### src/rtl/otter_mem_pkg.sv
`default_nettype none
// ============================================================================
// Module   : otter_mem_pkg
// Brief    : Shared encodings for the OTTER load/store unit: access sizes,
//            LSU state encoding, default IO region base and an alignment
//            helper.
// Revision : 1.0 - initial release
// ============================================================================
package otter_mem_pkg;

    // Start of the memory-mapped IO region
    localparam logic [31:0] IO_BASE_DEFAULT = 32'h1100_0000;

    // Access size encoding shared by the core side and the memory data port
    localparam logic [1:0] SZ_BYTE    = 2'd0;
    localparam logic [1:0] SZ_HALF    = 2'd1;
    localparam logic [1:0] SZ_WORD    = 2'd2;
    localparam logic [1:0] SZ_ILLEGAL = 2'd3;

    // LSU controller states
    typedef enum logic [2:0] {
        S_IDLE     = 3'd0,
        S_RD_WAIT  = 3'd1,
        S_RD_LO    = 3'd2,
        S_RD_HI    = 3'd3,
        S_RD_CAP   = 3'd4,
        S_WR_BYTES = 3'd5,
        S_ERR      = 3'd6
    } lsu_state_e;

    // True when the access fits inside one naturally addressed word
    function automatic logic lsu_is_aligned(input logic [1:0] size,
                                            input logic [1:0] off);
        logic ok;
        case (size)
            SZ_BYTE: ok = 1'b1;
            SZ_HALF: ok = (off != 2'd3);
            SZ_WORD: ok = (off == 2'd0);
            default: ok = 1'b0;
        endcase
        return ok;
    endfunction

endpackage
`default_nettype wire

### src/rtl/otter_lsu_if.sv
`default_nettype none
// ============================================================================
// Module   : otter_lsu_if
// Brief    : Core-side request/response and memory data-port signals of the
//            OTTER load/store unit. The LSU connects through the slave
//            modport; the core/memory environment through the master one.
// Revision : 1.0 - initial release
// ============================================================================
interface otter_lsu_if;

    // Core request side
    logic        LSU_REQ;
    logic        LSU_READY;
    logic [31:0] LSU_ADDR;
    logic [31:0] LSU_WDATA;
    logic        LSU_WE;
    logic [1:0]  LSU_SIZE;
    logic        LSU_SIGN;
    logic        LSU_RVALID;
    logic [31:0] LSU_RDATA;
    logic        LSU_ERR;

    // Memory data port
    logic [31:0] MEM_ADDR2;
    logic [31:0] MEM_DIN2;
    logic        MEM_WRITE2;
    logic        MEM_READ2;
    logic [1:0]  MEM_SIZE;
    logic        MEM_SIGN;
    logic [31:0] MEM_DOUT2;

    modport master (
        output LSU_REQ, LSU_ADDR, LSU_WDATA, LSU_WE, LSU_SIZE, LSU_SIGN,
               MEM_DOUT2,
        input  LSU_READY, LSU_RVALID, LSU_RDATA, LSU_ERR,
               MEM_ADDR2, MEM_DIN2, MEM_WRITE2, MEM_READ2, MEM_SIZE, MEM_SIGN
    );

    modport slave (
        input  LSU_REQ, LSU_ADDR, LSU_WDATA, LSU_WE, LSU_SIZE, LSU_SIGN,
               MEM_DOUT2,
        output LSU_READY, LSU_RVALID, LSU_RDATA, LSU_ERR,
               MEM_ADDR2, MEM_DIN2, MEM_WRITE2, MEM_READ2, MEM_SIZE, MEM_SIGN
    );

endinterface
`default_nettype wire

### src/rtl/otter_lsu_extract.sv
`default_nettype none
// ============================================================================
// Module   : otter_lsu_extract
// Brief    : Combinational result formatter for split loads: shifts the
//            {hi,lo} word pair right by the byte offset, truncates to the
//            access size and zero- or sign-extends to 32 bits.
// Revision : 1.0 - initial release
// ============================================================================
module otter_lsu_extract
    import otter_mem_pkg::*;
(
    input  logic [63:0] data_i,     // {hi_word, lo_word}
    input  logic [1:0]  offset_i,   // byte offset of the request address
    input  logic [1:0]  size_i,
    input  logic        zext_i,     // 1 = zero-extend, 0 = sign-extend
    output logic [31:0] result_o
);

    logic [31:0] shifted;

    assign shifted = 32'(data_i >> {offset_i, 3'b000});

    // Truncate to the access size and extend to a full word
    always_comb begin
        result_o = shifted;
        case (size_i)
            SZ_BYTE: result_o = {{24{~zext_i & shifted[7]}},  shifted[7:0]};
            SZ_HALF: result_o = {{16{~zext_i & shifted[15]}}, shifted[15:0]};
            default: result_o = shifted;
        endcase
    end

endmodule
`default_nettype wire

### src/rtl/otter_lsu.sv
`default_nettype none
// ============================================================================
// Module   : otter_lsu
// Brief    : OTTER load/store unit. Accepts one request at a time from the
//            core, issues registered strobes on the memory data port, splits
//            misaligned loads into two word reads and misaligned stores into
//            byte writes, and rejects illegal or IO-crossing accesses.
// Revision : 1.0 - initial release
// ============================================================================
module otter_lsu
    import otter_mem_pkg::*;
#(
    parameter logic [31:0] IO_BASE = IO_BASE_DEFAULT
) (
    input  logic        MEM_CLK,
    input  logic        MEM_RST_N,
    otter_lsu_if.slave  bus
);

    localparam logic [2:0] ST_IDLE     = S_IDLE;
    localparam logic [2:0] ST_RD_WAIT  = S_RD_WAIT;
    localparam logic [2:0] ST_RD_LO    = S_RD_LO;
    localparam logic [2:0] ST_RD_HI    = S_RD_HI;
    localparam logic [2:0] ST_RD_CAP   = S_RD_CAP;
    localparam logic [2:0] ST_WR_BYTES = S_WR_BYTES;
    localparam logic [2:0] ST_ERR      = S_ERR;

    // Controller state
    logic [2:0]  state_q,  state_d;
    logic        phase_q,  phase_d;   // RD_WAIT: 0 = strobe just issued, 1 = data valid
    logic [1:0]  k_q,      k_d;       // index of the byte being written
    logic [1:0]  last_q,   last_d;    // index of the final byte write
    logic        split_q,  split_d;   // load was split into two word reads

    // Request copies taken at acceptance
    logic [31:0] req_addr_q,  req_addr_d;
    logic [31:0] req_wdata_q, req_wdata_d;
    logic [1:0]  req_size_q,  req_size_d;
    logic        req_sign_q,  req_sign_d;

    // Load data
    logic [31:0] lo_q,    lo_d;
    logic [31:0] rdata_q, rdata_d;

    // Registered memory port
    logic [31:0] mem_addr_q,  mem_addr_d;
    logic [31:0] mem_din_q,   mem_din_d;
    logic        mem_write_q, mem_write_d;
    logic        mem_read_q,  mem_read_d;
    logic [1:0]  mem_size_q,  mem_size_d;
    logic        mem_sign_q,  mem_sign_d;

    // Decode of the live request (only meaningful in IDLE)
    logic [1:0]  in_off;
    logic        in_aligned;
    logic [31:0] in_base;
    logic [31:0] in_hi_base;
    logic        in_io;
    logic        in_err;
    logic [1:0]  k_next;
    logic [31:0] split_result;

    assign in_off     = bus.LSU_ADDR[1:0];
    assign in_aligned = lsu_is_aligned(bus.LSU_SIZE, in_off);
    assign in_base    = {bus.LSU_ADDR[31:2], 2'b00};
    assign in_hi_base = in_base + 32'd4;
    assign in_io      = (bus.LSU_ADDR >= IO_BASE);
    // A split access must stay entirely below the IO region
    assign in_err     = (bus.LSU_SIZE == SZ_ILLEGAL)
                      || (in_io && (in_off != 2'd0))
                      || (!in_aligned && (in_hi_base >= IO_BASE));
    assign k_next     = k_q + 2'd1;

    otter_lsu_extract u_extract (
        .data_i   ({bus.MEM_DOUT2, lo_q}),
        .offset_i (req_addr_q[1:0]),
        .size_i   (req_size_q),
        .zext_i   (req_sign_q),
        .result_o (split_result)
    );

    // Next-state and next memory-port values
    always_comb begin
        state_d     = state_q;
        phase_d     = phase_q;
        k_d         = k_q;
        last_d      = last_q;
        split_d     = split_q;
        req_addr_d  = req_addr_q;
        req_wdata_d = req_wdata_q;
        req_size_d  = req_size_q;
        req_sign_d  = req_sign_q;
        lo_d        = lo_q;
        rdata_d     = rdata_q;
        mem_addr_d  = mem_addr_q;
        mem_din_d   = mem_din_q;
        mem_size_d  = mem_size_q;
        mem_sign_d  = mem_sign_q;
        mem_read_d  = 1'b0;
        mem_write_d = 1'b0;

        case (state_q)
            ST_IDLE: begin
                if (bus.LSU_REQ) begin
                    req_addr_d  = bus.LSU_ADDR;
                    req_wdata_d = bus.LSU_WDATA;
                    req_size_d  = bus.LSU_SIZE;
                    req_sign_d  = bus.LSU_SIGN;
                    split_d     = !in_aligned;
                    phase_d     = 1'b0;
                    k_d         = 2'd0;
                    last_d      = 2'd0;
                    if (in_err) begin
                        state_d = ST_ERR;
                    end else if (bus.LSU_WE) begin
                        mem_write_d = 1'b1;
                        mem_addr_d  = bus.LSU_ADDR;
                        state_d     = ST_WR_BYTES;
                        if (in_aligned) begin
                            mem_din_d  = bus.LSU_WDATA;
                            mem_size_d = bus.LSU_SIZE;
                            mem_sign_d = bus.LSU_SIGN;
                        end else begin
                            mem_din_d  = {24'd0, bus.LSU_WDATA[7:0]};
                            mem_size_d = SZ_BYTE;
                            mem_sign_d = 1'b0;
                            last_d     = (bus.LSU_SIZE == SZ_HALF) ? 2'd1 : 2'd3;
                        end
                    end else begin
                        mem_read_d = 1'b1;
                        if (in_aligned) begin
                            mem_addr_d = bus.LSU_ADDR;
                            mem_size_d = bus.LSU_SIZE;
                            mem_sign_d = bus.LSU_SIGN;
                            state_d    = ST_RD_WAIT;
                        end else begin
                            mem_addr_d = in_base;
                            mem_size_d = SZ_WORD;
                            mem_sign_d = 1'b0;
                            state_d    = ST_RD_LO;
                        end
                    end
                end
            end
            ST_RD_LO: begin
                mem_read_d = 1'b1;
                mem_addr_d = {req_addr_q[31:2], 2'b00} + 32'd4;
                state_d    = ST_RD_HI;
            end
            ST_RD_HI: begin
                lo_d    = bus.MEM_DOUT2;
                phase_d = 1'b1;
                state_d = ST_RD_WAIT;
            end
            ST_RD_WAIT: begin
                if (!phase_q) begin
                    phase_d = 1'b1;
                end else begin
                    rdata_d = split_q ? split_result : bus.MEM_DOUT2;
                    state_d = ST_RD_CAP;
                end
            end
            ST_RD_CAP: begin
                state_d = ST_IDLE;
            end
            ST_WR_BYTES: begin
                if (k_q == last_q) begin
                    state_d = ST_IDLE;
                end else begin
                    mem_write_d = 1'b1;
                    k_d         = k_next;
                    mem_addr_d  = req_addr_q + {30'd0, k_next};
                    mem_din_d   = {24'd0, req_wdata_q[{k_next, 3'b000} +: 8]};
                end
            end
            ST_ERR: begin
                state_d = ST_IDLE;
            end
            default: begin
                state_d = ST_IDLE;
            end
        endcase
    end

    // State and output registers; reset abandons any operation in flight
    always_ff @(posedge MEM_CLK or negedge MEM_RST_N) begin
        if (!MEM_RST_N) begin
            state_q     <= ST_IDLE;
            phase_q     <= 1'b0;
            k_q         <= 2'd0;
            last_q      <= 2'd0;
            split_q     <= 1'b0;
            req_addr_q  <= 32'd0;
            req_wdata_q <= 32'd0;
            req_size_q  <= 2'd0;
            req_sign_q  <= 1'b0;
            lo_q        <= 32'd0;
            rdata_q     <= 32'd0;
            mem_addr_q  <= 32'd0;
            mem_din_q   <= 32'd0;
            mem_write_q <= 1'b0;
            mem_read_q  <= 1'b0;
            mem_size_q  <= 2'd0;
            mem_sign_q  <= 1'b0;
        end else begin
            state_q     <= state_d;
            phase_q     <= phase_d;
            k_q         <= k_d;
            last_q      <= last_d;
            split_q     <= split_d;
            req_addr_q  <= req_addr_d;
            req_wdata_q <= req_wdata_d;
            req_size_q  <= req_size_d;
            req_sign_q  <= req_sign_d;
            lo_q        <= lo_d;
            rdata_q     <= rdata_d;
            mem_addr_q  <= mem_addr_d;
            mem_din_q   <= mem_din_d;
            mem_write_q <= mem_write_d;
            mem_read_q  <= mem_read_d;
            mem_size_q  <= mem_size_d;
            mem_sign_q  <= mem_sign_d;
        end
    end

    assign bus.LSU_READY  = (state_q == ST_IDLE);
    assign bus.LSU_RVALID = (state_q == ST_RD_CAP);
    assign bus.LSU_ERR    = (state_q == ST_ERR);
    assign bus.LSU_RDATA  = rdata_q;
    assign bus.MEM_ADDR2  = mem_addr_q;
    assign bus.MEM_DIN2   = mem_din_q;
    assign bus.MEM_WRITE2 = mem_write_q;
    assign bus.MEM_READ2  = mem_read_q;
    assign bus.MEM_SIZE   = mem_size_q;
    assign bus.MEM_SIGN   = mem_sign_q;

endmodule
`default_nettype wire

### src/flat_wrapper.sv
// flat-port wrapper written by rule: the top's interface ports become plain ports
module otter_lsu_flat import otter_mem_pkg::*;
#(
    parameter logic [31:0] IO_BASE = IO_BASE_DEFAULT
)
  (MEM_CLK, MEM_RST_N, bus_LSU_REQ, bus_LSU_ADDR, bus_LSU_WDATA, bus_LSU_WE, bus_LSU_SIZE, bus_LSU_SIGN, bus_MEM_DOUT2, bus_LSU_READY, bus_LSU_RVALID, bus_LSU_RDATA, bus_LSU_ERR, bus_MEM_ADDR2, bus_MEM_DIN2, bus_MEM_WRITE2, bus_MEM_READ2, bus_MEM_SIZE, bus_MEM_SIGN);
  otter_lsu_if bus_i ();
  input  logic MEM_CLK;
  input  logic MEM_RST_N;
  input wire logic [$bits(bus_i.LSU_REQ)-1:0] bus_LSU_REQ;
  input wire logic [$bits(bus_i.LSU_ADDR)-1:0] bus_LSU_ADDR;
  input wire logic [$bits(bus_i.LSU_WDATA)-1:0] bus_LSU_WDATA;
  input wire logic [$bits(bus_i.LSU_WE)-1:0] bus_LSU_WE;
  input wire logic [$bits(bus_i.LSU_SIZE)-1:0] bus_LSU_SIZE;
  input wire logic [$bits(bus_i.LSU_SIGN)-1:0] bus_LSU_SIGN;
  input wire logic [$bits(bus_i.MEM_DOUT2)-1:0] bus_MEM_DOUT2;
  output wire logic [$bits(bus_i.LSU_READY)-1:0] bus_LSU_READY;
  output wire logic [$bits(bus_i.LSU_RVALID)-1:0] bus_LSU_RVALID;
  output wire logic [$bits(bus_i.LSU_RDATA)-1:0] bus_LSU_RDATA;
  output wire logic [$bits(bus_i.LSU_ERR)-1:0] bus_LSU_ERR;
  output wire logic [$bits(bus_i.MEM_ADDR2)-1:0] bus_MEM_ADDR2;
  output wire logic [$bits(bus_i.MEM_DIN2)-1:0] bus_MEM_DIN2;
  output wire logic [$bits(bus_i.MEM_WRITE2)-1:0] bus_MEM_WRITE2;
  output wire logic [$bits(bus_i.MEM_READ2)-1:0] bus_MEM_READ2;
  output wire logic [$bits(bus_i.MEM_SIZE)-1:0] bus_MEM_SIZE;
  output wire logic [$bits(bus_i.MEM_SIGN)-1:0] bus_MEM_SIGN;
  assign bus_i.LSU_REQ = bus_LSU_REQ;
  assign bus_i.LSU_ADDR = bus_LSU_ADDR;
  assign bus_i.LSU_WDATA = bus_LSU_WDATA;
  assign bus_i.LSU_WE = bus_LSU_WE;
  assign bus_i.LSU_SIZE = bus_LSU_SIZE;
  assign bus_i.LSU_SIGN = bus_LSU_SIGN;
  assign bus_i.MEM_DOUT2 = bus_MEM_DOUT2;
  assign bus_LSU_READY = bus_i.LSU_READY;
  assign bus_LSU_RVALID = bus_i.LSU_RVALID;
  assign bus_LSU_RDATA = bus_i.LSU_RDATA;
  assign bus_LSU_ERR = bus_i.LSU_ERR;
  assign bus_MEM_ADDR2 = bus_i.MEM_ADDR2;
  assign bus_MEM_DIN2 = bus_i.MEM_DIN2;
  assign bus_MEM_WRITE2 = bus_i.MEM_WRITE2;
  assign bus_MEM_READ2 = bus_i.MEM_READ2;
  assign bus_MEM_SIZE = bus_i.MEM_SIZE;
  assign bus_MEM_SIGN = bus_i.MEM_SIGN;
  otter_lsu #(.IO_BASE(IO_BASE)) u_core (.MEM_CLK(MEM_CLK), .MEM_RST_N(MEM_RST_N), .bus(bus_i));
endmodule
### config.mk
export PLATFORM = sky130hd
export DESIGN_NAME = otter_lsu_flat
export DESIGN_NICKNAME = d
export VERILOG_FILES = /design/src/rtl/otter_mem_pkg.sv /design/src/rtl/otter_lsu_if.sv /design/src/rtl/otter_lsu_extract.sv /design/src/rtl/otter_lsu.sv /design/src/flat_wrapper.sv
export SDC_FILE = /design/constraint.sdc
export NUM_CORES = 1
export LEC_CHECK = 0
export CAP_MARGIN = 20
export CORE_MARGIN = 1
export CORE_UTILIZATION = 35
export CTS_BUF_LIST = sky130_fd_sc_hd__clkbuf_4 sky130_fd_sc_hd__clkbuf_8
export CTS_CLUSTER_SIZE = 24
export DETAILED_ROUTE_END_ITERATION = 10
export PLACE_DENSITY_LB_ADDON = 0.3
export REMOVE_ABC_BUFFERS = 1
export SLEW_MARGIN = 20
export SYNTH_ARGS = -nofsm -noshare
export SYNTH_HDL_FRONTEND = slang
export SYNTH_SLANG_ARGS = --single-unit
### constraint.sdc
create_clock -name MEM_CLK -period 4.1 [get_ports MEM_CLK]
set_clock_uncertainty 0.2 [all_clocks]
set_input_delay 1.025 -clock MEM_CLK [delete_from_list [all_inputs] [get_ports MEM_CLK]]
set_output_delay 1.025 -clock MEM_CLK [all_outputs]
set_load 0.02 [all_outputs]
==> impl_metrics.csv <==
group,metric,value,unit
outcome,outcome,"complete, no violations",
clock_tree,post_cts_hold_buffer_count,0,
critical_path,reg2reg_from,"u_core.k_q[0]",
cells_and_area,multi_input_area,5150,um^2
critical_path,timing.critical_path.to_type,"output pin",
clock_tree,number_of_sinks_handled_by_clock_tree_synthesis,209,
floorplanning,core_region_area,30000,um^2
routing,drc,0,
sta,finalSetupViolCount,0,
floorplanning,die-area,31500,um^2
critical_path,timing.critical_path.required,2.87,ns
clock_tree,clock_insertion_delay_worst_skew,0.54,ns
critical_path,critical-path-max-stage-delay,0.68,ns
critical_path,cp_top_family,"buffers and inverters",
logic_synthesis,postSynthAreaPerCell,9.56,um^2
routing,routed_wire_length_per_instance,18.4,um
sta,rsz0062_at_grt,"no",
clock_tree,tritoncts_clock_tree,"yes",
floorplanning,floorplan.rows,63,
routing,drt_first_iter_violations,681,
cells_and_area,antenna-diode-count,0,
routing,dr.pass1.iters,7,
clock_tree,numCtsBuffers,40,
sta,slew_violations,0,
logic_synthesis,post_synth_inst_count,1127,
routing,wl,32100,um
cells_and_area,fillers,2825,
critical_path,r2r_end,"u_core.bus.MEM_ADDR2[28]",
clock_tree,post_cts.repair.setup_buffers,0,
critical_path,critical_path.cell_chain,"inv_1, nor3_1, clkdlybuf4s50_1",
cells_and_area,layout-area-overhead-vs-synth,31.9,%
logic_synthesis,synth_ff_type,"sky130_fd_sc_hd__dfrtp_1",
grt,grt_pass1_wl,51900,um
cells_and_area,fin_nets,1433,
clock_tree,cts_resizes,0,
clock_tree,cts-htree-levels,2,
worst_hold_path,worstHoldPathType,"reg2reg",
grt,grt_antenna_before_repair,1,
cells_and_area,mostFrequentLayoutCell,"sky130_fd_sc_hd__nand2_1",
grt,grt.total_usage,0.208,
grt,grt_overflow,0,
power_and_ir_drop,total_leakage_power,6.05,nW
worst_hold_path,timing.hold.worst_path_depth,2,
critical_path,critical-path-slowest-cell,"sky130_fd_sc_hd__clkdlybuf4s50_1",
critical_path,crit_fanout,13,
critical_path,worstRegToRegCells,8,
grt,first_global_vias,9512,
placement,dp_hpwl,21500,um
routing,route.antenna.remaining_nets,0,
grt,pin_count_of_the_biggest_net_entering_global_routing,108,
critical_path,setup.reg_to_reg.worst_slack,1.25,ns
clock_tree,root_buffer,"sky130_fd_sc_hd__clkbuf_8",
floorplanning,floorplan.initialDensity,0.360,
cells_and_area,finish.instance_area,14200,um^2
placement,port_buffers,206,
floorplanning,die_x,177,um
power_and_ir_drop,vdd_ir_drop_max,341,uV
critical_path,crit_cells,3,
sta,fmaxAchievable,0.278,GHz
cells_and_area,regArea,5230,um^2
routing,via_count,9539,
logic_synthesis,synth-warning-count,0,
logic_synthesis,mappedNetlistArea,10800,um^2
logic_synthesis,ys_seq_elements,209,
logic_synthesis,synth_edf_count,0,
cells_and_area,most-common-layout-cells,"294 x sky130_fd_sc_hd__nand2_1, 208 x sky130_fd_sc_hd__dfrtp_1, 205 x sky130_fd_sc_hd__clkdlybuf4s50_1, 76 x sky130_fd_sc_hd__o21ai_0",
cells_and_area,drive_gt1_frac,0.153,
sta,worst_tran_pin_value,0.903,ns
critical_path,timing.setup.critical_path_class,"reg2out",
logic_synthesis,synth_async_sr_flop_share,1.00,
critical_path,timing.critical_path.arrival,2.37,ns
sta,final_period_minus_worst_setup_slack,3.59,ns
worst_hold_path,hold_end,"u_core.req_wdata_q[11]",
floorplanning,die_height,177,um
flow_run,drv.max_cap_violation_count,0,
sta,hold_violations,0,
floorplanning,design.portCount,207,
clock_tree,path_clk_slew,0.06,ns
placement,gp_routability_congestion,0.848,
cells_and_area,post-route-util,0.475,
worst_hold_path,startpoint_of_the_lowest_slack_hold_path,"u_core.req_wdata_q[11]",
sta,timing.max_slew.rel_slack,0.397,
sta,fin_crit_sh,0.876,
critical_path,critPathLaunchType,"register",
routing,viasPerCell,5.46,
logic_synthesis,count_of_different_cell_masters_after_synthesis,60,
clock_tree,maximum_count_of_clock_buffers_along_a_single_path,3,
critical_path,worstPathBufferInverterCount,2,
placement,dpl_cell_area,13300,um^2
logic_synthesis,sequential_share_of_the_synthesized_area,0.485,
power_and_ir_drop,p_per_area,821,nW/um^2
==> kinds of logic (layout without fill, tap and decap cells) <==
| group | count (synthesis) | after routing | share of synthesized area |
|---|---|---|---|
| AOI/OAI and AO/OA | 257 | 257 | 0.150 |
| muxes | 85 | 85 | 0.129 |
| DFF | 209 | 209 | 0.485 |
| xor gates and xnor gates | 6 | 6 | 0.00488 |
| adders and majority gates | 4 | 4 | 0.00534 |
| buffers and inverters | 102 | 332 | 0.0394 |
| and+or+nand+nor | 464 | 464 | 0.185 |
==> power breakdown <==
group | leakage (nW) | total (W) | switching [W] | internal, W
combinational | 3.04 | 0.00541 | 0.00285 | 0.00256
sequential | 2.54 | 0.00398 | 0.000898 | 0.00308
clock | 0.466 | 0.00228 | 0.000923 | 0.00135
==> cells in the mapped netlist, types with 2 or more instances <==
cell	count	area, um^2
sky130_fd_sc_hd__a21oi_2	8	70.1
sky130_fd_sc_hd__nand2b_1	2	12.5
sky130_fd_sc_hd__a31oi_1	15	93.8
sky130_fd_sc_hd__o22ai_1	17	106
sky130_fd_sc_hd__inv_1	21	78.8
sky130_fd_sc_hd__mux2_2	35	394
sky130_fd_sc_hd__nand4_1	16	100
sky130_fd_sc_hd__o21ai_1	16	80.1
sky130_fd_sc_hd__xor2_1	4	35.0
sky130_fd_sc_hd__buf_2	3	15.0
sky130_fd_sc_hd__nand2_1	294	1100
sky130_fd_sc_hd__nor3b_1	3	22.5
sky130_fd_sc_hd__o21ai_0	76	380
sky130_fd_sc_hd__a21oi_1	54	270
sky130_fd_sc_hd__o21a_1	3	22.5
sky130_fd_sc_hd__nor3_1	15	75.1
sky130_fd_sc_hd__a221oi_1	10	87.6
sky130_fd_sc_hd__or3_1	4	25.0
sky130_fd_sc_hd__or4_1	2	15.0
sky130_fd_sc_hd__and3_1	7	43.8
sky130_fd_sc_hd__mux2i_1	10	100
sky130_fd_sc_hd__ha_1	3	37.5
sky130_fd_sc_hd__mux4_2	40	901
sky130_fd_sc_hd__buf_1	7	26.3
sky130_fd_sc_hd__a22oi_1	5	37.5
sky130_fd_sc_hd__o21ai_2	6	52.6
sky130_fd_sc_hd__o311ai_0	3	26.3
sky130_fd_sc_hd__xnor2_1	2	17.5
sky130_fd_sc_hd__dfrtp_1	209	5230
sky130_fd_sc_hd__nor2b_1	7	43.8
sky130_fd_sc_hd__o31a_1	6	52.6
sky130_fd_sc_hd__a211oi_1	3	22.5
sky130_fd_sc_hd__nor2_1	55	206
sky130_fd_sc_hd__nand3b_1	3	22.5
sky130_fd_sc_hd__a311oi_1	3	26.3
sky130_fd_sc_hd__o31ai_1	9	67.6
sky130_fd_sc_hd__clkbuf_1	66	248
sky130_fd_sc_hd__nand3_1	38	190
sky130_fd_sc_hd__nor4_1	6	37.5
sky130_fd_sc_hd__a21o_1	5	37.5
sky130_fd_sc_hd__a41oi_1	3	26.3
sky130_fd_sc_hd__buf_6	5	56.3
sky130_fd_sc_hd__o211ai_1	8	60.1
sky130_fd_sc_hd__and2_1	4	25.0
==> worst max path at each step <==
stage	from	to	slack (ns)
global route	u_core.state_q[2]	bus_LSU_RVALID	0.34
CTS	u_core.state_q[2]	bus_LSU_RVALID	0.38
finish	u_core.state_q[2]	bus_LSU_RVALID	0.51
floorplan	bus_LSU_REQ	u_core.bus.MEM_DIN2[29]	-2.08
detailed placement	bus_LSU_ADDR[27]	u_core.bus.MEM_DIN2[8]	0.23
global placement	bus_LSU_ADDR[27]	u_core.bus.MEM_DIN2[29]	0.27
==> cell type report <==
type	count	area share
inverters	21	0.00555
repair buffers	238	0.167
clock inverters	8	0.00687
multi-input cells	816	0.363
flip-flops and latches	209	0.368
clock buffers	65	0.0559
well taps	390	0.0343
==> worst register-to-register path, delay by kind of cell (launching register included) <==
family,cells,cell delay (ns)
compound gates,1,0.22
fa+ha+maj,2,0.72
buf+inv,2,0.15
flops,1,0.40
simple gates,3,1.06
==> through the flow <==
stage / power [W] / hold WS (ns) / instances / setup TNS, ns / setup WS [ns]
2_1_floorplan: 0.00713 / 0.240 / 1046 / -144.65 / -2.08
3_3_place_gp: 0.00928 / 0.256 / 1674 / 0 / 0.271
3_5_place_dp: 0.00942 / 0.260 / 1674 / 0 / 0.227
4_1_cts: 0.0118 / 0.274 / 1747 / 0 / 0.383
5_1_grt: 0.0125 / 0.296 / 1747 / 0 / 0.335
6_report: 0.0117 / 0.272 / 1747 / 0 / 0.508
==> state kept, by name, summed over array words and instances, names as in the netlist <==
register,flops
u_core.req_sign_q,1
u_core.req_addr_q,32
u_core.bus.MEM_ADDR2,32
u_core.lo_q,32
u_core.bus.MEM_WRITE2,1
u_core.split_q,1
u_core.req_size_q,2
u_core.bus.MEM_DIN2,32
u_core.bus.LSU_RDATA,32
u_core.k_q,2
u_core.bus.MEM_SIGN,1
u_core.state_q,3
u_core.req_wdata_q,32
u_core.last_q,2
u_core.bus.MEM_READ2,1
u_core.bus.MEM_SIZE,2
u_core.phase_q,1
==> routing by layer <==
| layer | global-route usage | up-vias | share of wire |
|---|---|---|---|
| met4 | 0.0659 | 2 | 0.024 |
| met2 | 0.320 | 406 | 0.45 |
| met5 | 0 | - | 0.00040 |
| met1 | 0.293 | 4652 | 0.45 |
| met3 | 0.0411 | 62 | 0.079 |
| li1 | - | 4417 | - |
(Power assumes the default switching activity.)
